## config.mk

```make
export PLATFORM = sky130hd
export DESIGN_NAME = result_uart_tx
export DESIGN_NICKNAME = d
export VERILOG_FILES = /design/src/rtl/result_uart_tx.sv
export SDC_FILE = /design/constraint.sdc
export NUM_CORES = 1
export LEC_CHECK = 0
export ABC_AREA = 1
export CAP_MARGIN = 15
export CORE_MARGIN = 2
export CORE_UTILIZATION = 56
export CTS_CLUSTER_SIZE = 28
export DETAILED_ROUTE_END_ITERATION = 10
export GPL_TIMING_DRIVEN = 0
export PLACE_DENSITY = 0.74
export SETUP_SLACK_MARGIN = 0.1
export SYNTH_ARGS = -nofsm -noshare
export SYNTH_HDL_FRONTEND = slang
export SYNTH_SLANG_ARGS = --single-unit
```

## constraint.sdc

```tcl
create_clock -name clk -period 8.1 [get_ports clk]
set_clock_uncertainty 0.2 [all_clocks]
set_input_delay 2.025 -clock clk [delete_from_list [all_inputs] [get_ports clk]]
set_output_delay 2.025 -clock clk [all_outputs]
set_load 0.005 [all_outputs]
```

## src/rtl/result_uart_tx.sv

```systemverilog
// Drains a 64-bit result stream over UART 8N1, most-significant byte first.
// Words are buffered in a small FIFO; words arriving while it is full are dropped and flagged.
module result_uart_tx #(
    parameter int CLKS_PER_BIT = 434,
    parameter int FIFO_DEPTH   = 8,
    parameter int DATA_W       = 64
) (
    input  logic                          clk,
    input  logic                          rst,
    input  logic [DATA_W-1:0]             data,
    input  logic                          enable,
    output logic                          tx,
    output logic                          busy,
    output logic                          overflow,
    output logic [$clog2(FIFO_DEPTH):0]   fifo_count,
    output logic [15:0]                   words_sent
);

    localparam int PTR_W  = $clog2(FIFO_DEPTH);
    localparam int CNT_W  = $clog2(CLKS_PER_BIT);
    localparam int NBYTES = DATA_W / 8;
    localparam int BI_W   = (NBYTES > 1) ? $clog2(NBYTES) : 1;

    typedef enum logic [1:0] {ST_IDLE, ST_START, ST_DATA, ST_STOP} state_t;

    state_t              state_r, state_s;
    logic [DATA_W-1:0]   mem_r [FIFO_DEPTH];
    logic [PTR_W-1:0]    wr_ptr_r, rd_ptr_r;
    logic [PTR_W:0]      count_r, count_s;
    logic                pop_s, push_s, full_s, drop_s, bit_tc_s;
    logic [CNT_W-1:0]    cnt_r, cnt_s;
    logic [2:0]          bit_idx_r, bit_idx_s;
    logic [BI_W-1:0]     byte_idx_r, byte_idx_s;
    logic [DATA_W-1:0]   shift_r, shift_s;
    logic [7:0]          byte_r, byte_s;
    logic                tx_r, tx_s, busy_r, busy_s, ovf_r;
    logic [15:0]         sent_r, sent_s;

    // FIFO push/pop decisions; a full FIFO still accepts a word when the FSM pops in the same cycle
    always_comb begin
        pop_s    = (state_r == ST_IDLE) && (count_r != {(PTR_W+1){1'b0}});
        full_s   = (count_r == (PTR_W+1)'(FIFO_DEPTH));
        push_s   = enable && (!full_s || pop_s);
        drop_s   = enable && full_s && !pop_s;
        bit_tc_s = (cnt_r == CNT_W'(CLKS_PER_BIT - 1));
        case ({push_s, pop_s})
            2'b10:   count_s = count_r + (PTR_W+1)'(1);
            2'b01:   count_s = count_r - (PTR_W+1)'(1);
            default: count_s = count_r;
        endcase
    end

    // Frame sequencer; tx is produced from the current state, so the line lags the state by one cycle
    always_comb begin
        state_s    = state_r;
        cnt_s      = cnt_r;
        bit_idx_s  = bit_idx_r;
        byte_idx_s = byte_idx_r;
        shift_s    = shift_r;
        byte_s     = byte_r;
        sent_s     = sent_r;
        tx_s       = 1'b1;
        case (state_r)
            ST_IDLE: begin
                tx_s  = 1'b1;
                cnt_s = {CNT_W{1'b0}};
                if (pop_s) begin
                    shift_s    = mem_r[rd_ptr_r];
                    byte_idx_s = {BI_W{1'b0}};
                    state_s    = ST_START;
                end else begin
                    state_s    = ST_IDLE;
                end
            end
            ST_START: begin
                tx_s = 1'b0;
                if (bit_tc_s) begin
                    cnt_s     = {CNT_W{1'b0}};
                    byte_s    = shift_r[DATA_W-1 -: 8];
                    shift_s   = shift_r << 8;
                    bit_idx_s = 3'd0;
                    state_s   = ST_DATA;
                end else begin
                    cnt_s     = cnt_r + CNT_W'(1);
                end
            end
            ST_DATA: begin
                tx_s = byte_r[bit_idx_r];
                if (bit_tc_s) begin
                    cnt_s = {CNT_W{1'b0}};
                    if (bit_idx_r == 3'd7) begin
                        state_s   = ST_STOP;
                    end else begin
                        bit_idx_s = bit_idx_r + 3'd1;
                    end
                end else begin
                    cnt_s = cnt_r + CNT_W'(1);
                end
            end
            ST_STOP: begin
                tx_s = 1'b1;
                if (bit_tc_s) begin
                    cnt_s = {CNT_W{1'b0}};
                    if (byte_idx_r < BI_W'(NBYTES - 1)) begin
                        byte_idx_s = byte_idx_r + BI_W'(1);
                        state_s    = ST_START;
                    end else begin
                        sent_s     = sent_r + 16'd1;
                        state_s    = ST_IDLE;
                    end
                end else begin
                    cnt_s = cnt_r + CNT_W'(1);
                end
            end
            default: begin
                tx_s    = 1'b1;
                state_s = ST_IDLE;
            end
        endcase
        busy_s = (count_s != {(PTR_W+1){1'b0}}) || (state_s != ST_IDLE);
    end

    // FIFO storage; contents need no reset because count gates every read
    always_ff @(posedge clk) begin
        if (push_s && !rst) begin
            mem_r[wr_ptr_r] <= data;
        end
    end

    // State, datapath and registered outputs
    always_ff @(posedge clk) begin
        if (rst) begin
            state_r    <= ST_IDLE;
            wr_ptr_r   <= {PTR_W{1'b0}};
            rd_ptr_r   <= {PTR_W{1'b0}};
            count_r    <= {(PTR_W+1){1'b0}};
            cnt_r      <= {CNT_W{1'b0}};
            bit_idx_r  <= 3'd0;
            byte_idx_r <= {BI_W{1'b0}};
            shift_r    <= {DATA_W{1'b0}};
            byte_r     <= 8'd0;
            tx_r       <= 1'b1;
            busy_r     <= 1'b0;
            ovf_r      <= 1'b0;
            sent_r     <= 16'd0;
        end else begin
            state_r    <= state_s;
            wr_ptr_r   <= push_s ? wr_ptr_r + PTR_W'(1) : wr_ptr_r;
            rd_ptr_r   <= pop_s  ? rd_ptr_r + PTR_W'(1) : rd_ptr_r;
            count_r    <= count_s;
            cnt_r      <= cnt_s;
            bit_idx_r  <= bit_idx_s;
            byte_idx_r <= byte_idx_s;
            shift_r    <= shift_s;
            byte_r     <= byte_s;
            tx_r       <= tx_s;
            busy_r     <= busy_s;
            ovf_r      <= ovf_r | drop_s;
            sent_r     <= sent_s;
        end
    end

    assign tx         = tx_r;
    assign busy       = busy_r;
    assign overflow   = ovf_r;
    assign fifo_count = count_r;
    assign words_sent = sent_r;

endmodule

```

==> results.sh <==
export IMPL_clk_latency_ps=640
export IMPL_dp_slack_ps=3060
export IMPL_io_pins=90
export IMPL_drtPass1Iterations=6
export IMPL_hp_start="byte_r[4]"
export IMPL_grt_overflow=0
export IMPL_place_congestion=0.896
export IMPL_fillers=3130
export IMPL_antenna_cells=0
export IMPL_finalCritPeriodShare=0.551
export IMPL_post_cts_buffers=0
export IMPL_dp_cells=2831
export IMPL_route_detailed_drc=0
export IMPL_cts_tree="built"
export IMPL_yosysWarnings=0
export IMPL_drv_slew=0
export IMPL_grtUsageTotal=0.287
export IMPL_asyncSetResetFlopFracSynth=0
export IMPL_core_sq_um=44200
export IMPL_areaGrowthSynthToFinish_pct=16.9
export IMPL_rsz0062_at_grt="no"
export IMPL_grt_first_pass_wirelength_um=101000
export IMPL_final_hold_viol_count=0
export IMPL_max_vdd_ir_drop_mv=0.170
export IMPL_postRouteAntennaNets=0
export IMPL_top_layer="met4"
export IMPL_p_per_area_nw_per_um2=322
export IMPL_hold_path_class="flop to flop"
export IMPL_fin_ws_ps=3640
export IMPL_stdcell_count=2943
export IMPL_start_util=0.566
export IMPL_relSlewSlack=0.282
export IMPL_cts_buffers=60
export IMPL_max_freq_mhz=224
export IMPL_path_delay_family="buffers and inverters"
export IMPL_power_leakage_nw=10.1
export IMPL_ys_types=40
export IMPL_cts_root_buffer="clkbuf_16"
export IMPL_critical_path_slowest_cell="nor3_2"
export IMPL_crit_path_end_kind="flop"
export IMPL_start_kind="primary input"
export IMPL_whs_ps=257
export IMPL_grt_max_degree=28
export IMPL_post_drt_wl_per_cell_um=22.8
export IMPL_arrival_ps=4600
export IMPL_synth_edf_count=512
export IMPL_critPathKind="primary input to flop"
export IMPL_numPortBuffers=88
export IMPL_cts_hold_buf=0
export IMPL_tightest_slew_ps=1070
export IMPL_chipHeight_um=215
export IMPL_r2r_start="state_r[1]"
export IMPL_drive_gt1_frac=0.0957
export IMPL_setup_viol=0
export IMPL_viasPerCell=6.20
export IMPL_ys_flop_type="edfxtp_1"
export IMPL_antenna_found_initial=0
export IMPL_run_status="complete, no violations"
export IMPL_vias=18233
export IMPL_dpl_hpwl_um=44400
export IMPL_die_area_sq_um=46400
export IMPL_synthesis_nets=2193
export IMPL_cts_sinks=633
export IMPL_post_route_min_period_ps=4460
export IMPL_cts_max_level=2
export IMPL_path_buf_inv=6
export IMPL_grt_pass1_vias=17525
export IMPL_max_stage_delay_ps=740
export IMPL_crit_chain="clkdlybuf4s50_1 > nand2_1 > nor2_1 > inv_1 > nor3_2 > buf_6 > buf_6 > buf_6 > buf_6"
export IMPL_setup_worst_path_start="enable"
export IMPL_cts_buffer_depth=3
export IMPL_rows=77
export IMPL_wl_met2_um=31900
export IMPL_wl_met1_um=25700
export IMPL_cts_resized=0
export IMPL_nets=2381
export IMPL_crit_top_cell="buf_6"
export IMPL_drtIter0Drc=2467
export IMPL_wl_met3_um=6740
export IMPL_routed_wl_um=67100
export IMPL_synth_seq_cells=633
export IMPL_die_w_um=215
export IMPL_crit_fanout=10
export IMPL_critical_path_required_ps=8230
export IMPL_clk_pin_slew_ps=60
export IMPL_drv_max_cap_violation_count=0
export IMPL_syn_area_per_cell_sq_um=11.8
export IMPL_syn_cell_area_sq_um=25000
export IMPL_ys_seq_area_frac=0.711
export IMPL_synth_cells=2113
## final cells by class
cell class	count	area, sq um	share of cell area
multi-input combinational	1286	6380	0.218
clock inverter	26	210	0.00718
sequential	633	17800	0.608
clock buffer	86	1840	0.0628
inverter	58	223	0.00761
timing repair buffer	126	1400	0.0478
tap	592	741	0.0253
buffer	136	691	0.0236
## synthesized netlist by cell type (8+ instances only)
| cell type | instances | area share |
|---|---|---|
| dfxtp_1 | 121 | 0.097 |
| a21oi_1 | 129 | 0.026 |
| buf_6 | 12 | 0.0054 |
| nand2_1 | 249 | 0.037 |
| o211ai_1 | 32 | 0.0096 |
| nor3_1 | 11 | 0.0022 |
| inv_1 | 51 | 0.0076 |
| o22ai_1 | 101 | 0.025 |
| o221ai_1 | 28 | 0.0098 |
| buf_1 | 8 | 0.0012 |
| ha_1 | 13 | 0.0065 |
| nand3_1 | 41 | 0.0082 |
| buf_2 | 39 | 0.0078 |
| o21ai_1 | 14 | 0.0028 |
| o21ai_0 | 315 | 0.063 |
| edfxtp_1 | 512 | 0.61 |
| buf_4 | 11 | 0.0033 |
| nor2_1 | 302 | 0.045 |
| a31oi_1 | 11 | 0.0027 |
| clkbuf_1 | 66 | 0.0099 |
## state kept, by name, summed over array words and instances, names as in the netlist, 2 cells and up, named ones only
signal / flops
mem_r: 512
words_sent: 16
shift_r: 64
rd_ptr_r: 3
state_r: 2
byte_idx_r: 3
fifo_count: 4
wr_ptr_r: 3
bit_idx_r: 3
cnt_r: 9
byte_r: 8
## worst min-delay path, delay by kind of cell, from the launching register on
kind	cells	cell delay (ps)
buffers and inverters	1	60
AOI/OAI and AO/OA	1	50
DFF	1	300
## final timing paths
check	endpoint	slack [ps]	cells after the start
setup / recovery	mem_r[0][22]	3640	9
hold / removal	byte_r[4]	260	2
setup reg to reg	mem_r[0][22]	4370	13
hold reg to reg	byte_r[4]	260	2
## where the power goes
part	total, mW	internal [mW]	switching, mW	leakage [nW]
Combinational	2.71	0.811	1.90	3.44
Sequential	3.83	3.71	0.112	5.62
Clock	2.87	1.67	1.20	1.02
## layout by cell type (no fill, tap or decap), types with 3 or more instances in the layout
| cell type | count |
|---|---|
| nand2_1 | 249 |
| edfxtp_1 | 512 |
| clkinv_2 | 13 |
| xor2_1 | 5 |
| o211ai_1 | 32 |
| buf_8 | 3 |
| a21oi_1 | 129 |
| buf_12 | 8 |
| nand3_1 | 41 |
| o21ai_0 | 315 |
| buf_4 | 13 |
| clkbuf_8 | 7 |
| a31oi_1 | 11 |
| nor2_2 | 5 |
| nor2_1 | 298 |
| buf_6 | 36 |
| bufinv_16 | 3 |
| inv_2 | 5 |
| nor2_4 | 6 |
| inv_1 | 51 |
| o22ai_1 | 101 |
| clkbuf_1 | 77 |
| clkinv_1 | 8 |
| o21ai_1 | 14 |
| clkdlybuf4s50_1 | 88 |
| buf_2 | 39 |
| dfxtp_1 | 121 |
| nor3_2 | 4 |
| nand4_1 | 6 |
| ha_1 | 13 |
| xnor2_1 | 4 |
| nor3_1 | 7 |
| buf_1 | 8 |
| clkbuf_16 | 68 |
| o221ai_1 | 28 |
## through the flow
stage / util / total power, mW / TNS (ps) / cell area [sq um]
6_report: 0.662 / 9.42 / 0 / 29300
4_1_cts: 0.662 / 9.35 / 0 / 29300
3_5_place_dp: 0.616 / 6.50 / 0 / 27200
2_1_floorplan: - / 5.50 / 0 / 25000
5_1_grt: 0.662 / 9.77 / 0 / 29300
3_3_place_gp: 0.603 / 6.42 / -1258190 / 26700
## cells by family (layout without fill, tap and decap cells)
| logic type | after synthesis | after routing | synth area share |
|---|---|---|---|
| flip-flops | 633 | 633 | 0.711 |
| XOR/XNOR | 9 | 9 | 0.00315 |
| AO/OA/AOI/OAI | 634 | 634 | 0.140 |
| AND/OR/NAND/NOR | 630 | 630 | 0.103 |
| adder cells (fa/ha/maj) | 13 | 13 | 0.00650 |
| buffers and inverters | 194 | 432 | 0.0365 |
## per-layer routing
metal	vias up	global-route usage
met5	-	0
met2	1119	0.461
met3	165	0.0420
met4	0	0.131
met1	8880	0.391
li1	8069	-
Power figures use the tool's default switching activity.
==> variant 1, RTL diff (config.mk and constraints unchanged) <==
Put one more register stage on the output `fifo_count`, without a reset. The value now appears one clock later. The other outputs are not delayed to match.
--- a/src/rtl/result_uart_tx.sv
+++ b/src/rtl/result_uart_tx.sv
@@ -163,7 +163,9 @@
     assign tx         = tx_r;
     assign busy       = busy_r;
     assign overflow   = ovf_r;
-    assign fifo_count = count_r;
+    always_ff @(posedge clk) begin
+        fifo_count <= count_r;
+    end
     assign words_sent = sent_r;
 
 endmodule
Check against the original RTL: not equivalent (a bounded check fails within 4 cycles, from zero or initial values and one cycle with rst high).
==> variant 1 against the original RTL <==
  * Sequential share of layout area is 0.17 points lower
  * Sequential cell count increased by 4
  * Total power grew 3.9%
  * Largest power group unchanged
  * Design area grew 0.73%
  * Routed wire length rose by 0.15%
  * Critical path type unchanged
  * Register-to-register slack improved by 270 ps
  * Hold slack lost 43 ps
  * Worst setup slack worse by 88 ps
  * First-iteration DRC count shrank 6.2%
  * Synthesized area rose by 0.28%
==> variant 1: results (changes against the original RTL) <==
* Outcome: complete, no violations
* Crit-path max FO at 10 (unchanged)
* CTS max path bufs at 3 (unchanged)
* N_diodes at 0 (unchanged)
* Maximum vdd drop at 267 uV (+57%)
* Placed standard-cell area at 27300 um2 (+0.19%)
* Routability congestion estimate at 0.925 (+3.3%)
* Commonest cells in the netlist: edfxtp_1, nor2_1, o21ai_0
* R2r setup slk at 4640 ps (+270 ps)
* P_leak at 0.0101 uW (-0.16%)
* Net count, final at 2390 (+0.38%)
* RR Endpoint: mem_r[2][34]$_DFFE_PP_
* Num CTS Buffers at 67 (+12%)
* Total Routing Usage GR at 0.287 (+0.000713)
* DRT iter0 DRCs at 2313 (-6.2%)
* Initial antenna violation count at 2 (+2)
* Max FFs per register at 512 (unchanged)
* Top cells by area, synth: edfxtp_1, dfxtp_1, o21ai_0
* Latest clock arrival within the worst-skew pair at 590 ps (-50 ps)
* Register area share after synthesis at 0.712 (+0.00121)
* Critical R2R Launch: state_r[0]$_SDFF_PP0_
* Int Power at 6440 uW (+4.0%)
* Drt wl/cell at 22.8 um (-0.15%)
* Slew @ Worst Pin at 993 ps (-78.3 ps)
* Crit. Startpoint: enable
* Most flop-heavy register: mem_r
* Worst setup EP type: flip-flop
* Pin count of the biggest net entering global routing at 30 (+7.1%)
* PostCTS Resize Cnt at 0 (unchanged)
* Hpwl dp at 45000 um (+1.4%)
* Htree depth at 3 (+1)
* Worst endpoint data arrival time at 4640 ps (+40 ps)
* Net Count, Synth at 2196 (+0.14%)
* First-pass GRT wire length at 101000 um (about the same)
* Netlist cell types at 39 (-2.5%)
* Via count at 18100 (-0.59%)
* R2R depth at 12 (-1)
* Share of post-route cells with drive strength above 1 at 0.0941 (-0.00164)
[variant 1: power by group through the flow]
| stage | combinational, uW | sequential [uW] | clock [uW] |
|---|---|---|---|
| 3_5_place_dp | 2730 | 3940 | 0 |
| 2_1_floorplan | 1710 | 3910 | 0 |
| 6_report | 2810 | 3880 | 3090 |
| 3_3_place_gp | 2640 | 3950 | 0 |
| 4_1_cts | 2760 | 3870 | 3100 |
| 5_1_grt | 3050 | 3890 | 3230 |
[variant 1: cell families after synthesis]
kind of cell,synth area share
compound gates,0.148
xor+xnor,0.00349
fa+ha+maj,0.00648
buf+inv,0.0360
flops,0.712
simple gates,0.0944
[variant 1: layout make-up]
type | instances | area, um2
clock buffer | 88 | 1900
timing repair buffer | 125 | 1380
clock inverter | 31 | 310
buffer | 135 | 654
multi-input combinational | 1278 | 6370
fill | 3164 | 14700
sequential | 637 | 17900
inverter | 66 | 250
tap | 592 | 741
[variant 1: how the worst min path moves through the flow]
stage                                      from  slack, ps  cells past startpoint                     to
after floorplan           count_r[1]$_SDFF_PP0_        160                      0  fifo_count[1]$_DFF_P_
after global placement    count_r[1]$_SDFF_PP0_        200                      0  fifo_count[1]$_DFF_P_
after detailed placement  count_r[1]$_SDFF_PP0_        210                      0  fifo_count[1]$_DFF_P_
after CTS                 count_r[1]$_SDFF_PP0_        220                      0  fifo_count[1]$_DFF_P_
after global routing      count_r[1]$_SDFF_PP0_        220                      0  fifo_count[1]$_DFF_P_
final                     count_r[3]$_SDFF_PP0_        210                      0  fifo_count[3]$_DFF_P_
[variant 1: per-layer routing]
metal	wire length, um	GRT usage	vias up
met1	25700	0.372	8813
li1	-	-	8113
met4	2510	0.119	2
met2	32100	0.469	1014
met5	10	0	-
met3	6860	0.0682	183
[variant 1: worst max-delay path, cell delays in order]
cell	delay, ps
clkdlybuf4s50_1	570
nand2_1	190
nor2_1	170
inv_1	130
nor3_2	620
buf_4	340
buf_6	220
buf_6	180
buf_6	190
[variant 1: through the flow]
stage          setup TNS, ps  instances  power [uW]  worst slack (ps)  hold WS [ps]
6_report                   0       2952        9780              3550           214
5_1_grt                    0       2952       10200              3450           224
4_1_cts                    0       2952        9730              3570           218
3_5_place_dp               0       2833        6670              2990           210
3_3_place_gp        -1250170       2796        6590             -4220           205
2_1_floorplan              0       2116        5610               618           164
==> variant 2, RTL diff (same flow settings) <==
Made on the original files. Change the parameter `DATA_W` from 64 to 32.
--- a/src/rtl/result_uart_tx.sv
+++ b/src/rtl/result_uart_tx.sv
@@ -3,7 +3,7 @@
 module result_uart_tx #(
     parameter int CLKS_PER_BIT = 434,
     parameter int FIFO_DEPTH   = 8,
-    parameter int DATA_W       = 64
+    parameter int DATA_W       = 32
 ) (
     input  logic                          clk,
     input  logic                          rst,
Ports: changed (resized data); port bits go from 90 to 58. The function was not compared with the original's and may differ.
==> variant 2 against the original RTL <==
  * Total power is 46% lower
  * Sequential share of layout area is 2.7 points lower
  * Largest cell class unchanged
  * Design area is 44% lower
  * Synthesized area is 44% lower
  * First-iteration DRC count is 52% lower
  * Highest routed layer unchanged
  * Critical path depth is 2 lower
  * Via count is 45% lower
  * Count of clock-buffer cells in the layout is 38 lower
  * Hold slack worse by 8.8 ps
  * Sequential cell count is 289 lower
  * Worst setup slack better by 84 ps
  * Routed wire length is 49% lower
==> variant 2: results (changes against the original RTL) <==
* Register area share after synthesis at 0.678 (-0.0326)
* Share of post-route cells with drive strength above 1 at 0.0915 (-0.00421)
* Slowest CP cell: nor3_2
* Post-synth ARST share at 0 (unchanged)
* DRT iter0 DRCs at 1184 (-52%)
* Commonest cells in the netlist: edfxtp_1, nor2_1, nand2_1
* Drt wl/cell at 19.9 um (-13%)
* Via count at 10100 (-45%)
* Most flop-heavy register: mem_r
* R2r setup slk at 4790 ps (+420 ps)
* Worst hold slack at 249 ps (-8.82 ps)
* Maximum vdd drop at 210 uV (+23%)
* Switching share of power at 0.340 (-0.00172)
* Worst path max stage delay at 790 ps (+50 ps)
* Metal3 WL at 2650 um (-61%)
* Top cells by area, synth: edfxtp_1, dfxtp_1, o21ai_0
* Total Routing Usage GR at 0.261 (-0.0262)
* Latest clock arrival within the worst-skew pair at 530 ps (-110 ps)
* Vias in the first global route at 9648 (-45%)
* Netlist cell types at 38 (-5.0%)
* Metal-1 WL at 13900 um (-46%)
* Net count, final at 1412 (-41%)
* Worst endpoint data arrival time at 4400 ps (-200 ps)
* FILL cells at 1841 (-41%)
* PostCTS Resize Cnt at 0 (unchanged)
* First-pass GRT wire length at 52200 um (-49%)
* Inst Count DP at 1651 (-42%)
* EDFF count, synth at 256 (-50%)
* Max-slew headroom at 0.313 (+0.0315)
* Hpwl dp at 22600 um (-49%)
* P_leak at 0.00555 uW (-45%)
* Mapped Cells at 1254 (-41%)
* Metal2 WL at 16400 um (-48%)
* Outcome: complete, no violations
* # port buffers at 56 (-36%)
* Max FFs per register at 256 (-50%)
* Pin count of the biggest net entering global routing at 26 (-7.1%)
* Setup slack after layout at 3720 ps (+83.9 ps)
* Placed standard-cell area at 15200 um2 (-44%)
* Place WS at 3230 ps (+164 ps)
* Final wirelength at 34100 um (-49%)
* Num CTS Buffers at 35 (-42%)
* Crit-path max FO at 11 (+1)
* Routability congestion estimate at 0.879 (-1.8%)
[variant 2: final timing paths]
kind / end / depth (start not counted) / startpoint
min reg2reg: byte_r[4]$_SDFFE_PP0P_ / 2 / byte_r[4]$_SDFFE_PP0P_
min: byte_r[4]$_SDFFE_PP0P_ / 2 / byte_r[4]$_SDFFE_PP0P_
max reg2reg: mem_r[4][0]$_DFFE_PP_ / 11 / state_r[0]$_SDFF_PP0_
max: mem_r[4][0]$_DFFE_PP_ / 7 / enable
[variant 2: cell families after synthesis]
group	after synthesis	synth area share
flip-flops	344	0.678
AO/OA/AOI/OAI	330	0.134
adder cells (fa/ha/maj)	13	0.0117
buffers and inverters	135	0.0410
AND/OR/NAND/NOR	424	0.130
XOR/XNOR	8	0.00503
[variant 2: cell type report]
cell class,count,area share
Buffer,69,0.0198
Clock buffer,48,0.0600
Clock inverter,13,0.00623
Inverter,66,0.0154
Multi-Input combinational cell,775,0.244
Sequential cell,344,0.581
Tap cell,324,0.0249
Timing Repair Buffer,73,0.0491
[variant 2: stage by stage]
stage	utilization	total power, uW
final	0.667	5060
after global placement	0.611	3490
after global routing	0.667	5290
after CTS	0.667	5050
after floorplan	-	3020
after detailed placement	0.623	3530
[variant 2: layer usage]
| metal | vias to the layer above | track usage |
|---|---|---|
| li1 | 4722 | - |
| met2 | 472 | 0.432 |
| met1 | 4793 | 0.347 |
| met4 | 0 | 0.111 |
| met5 | - | 0 |
| met3 | 70 | 0.0383 |
[variant 2: power by group through the flow]
stage	sequential [uW]	clock (uW)	combinational [uW]
after floorplan	2090	0	933
after global placement	2110	0	1380
after detailed placement	2110	0	1420
final	2070	1520	1460
after CTS	2070	1540	1440
after global routing	2080	1600	1600
[variant 2: critical path, delay by kind of cell]
| family | cells | cell delay (ps) |
|---|---|---|
| simple gates | 3 | 1180 |
| buf+inv | 4 | 1180 |
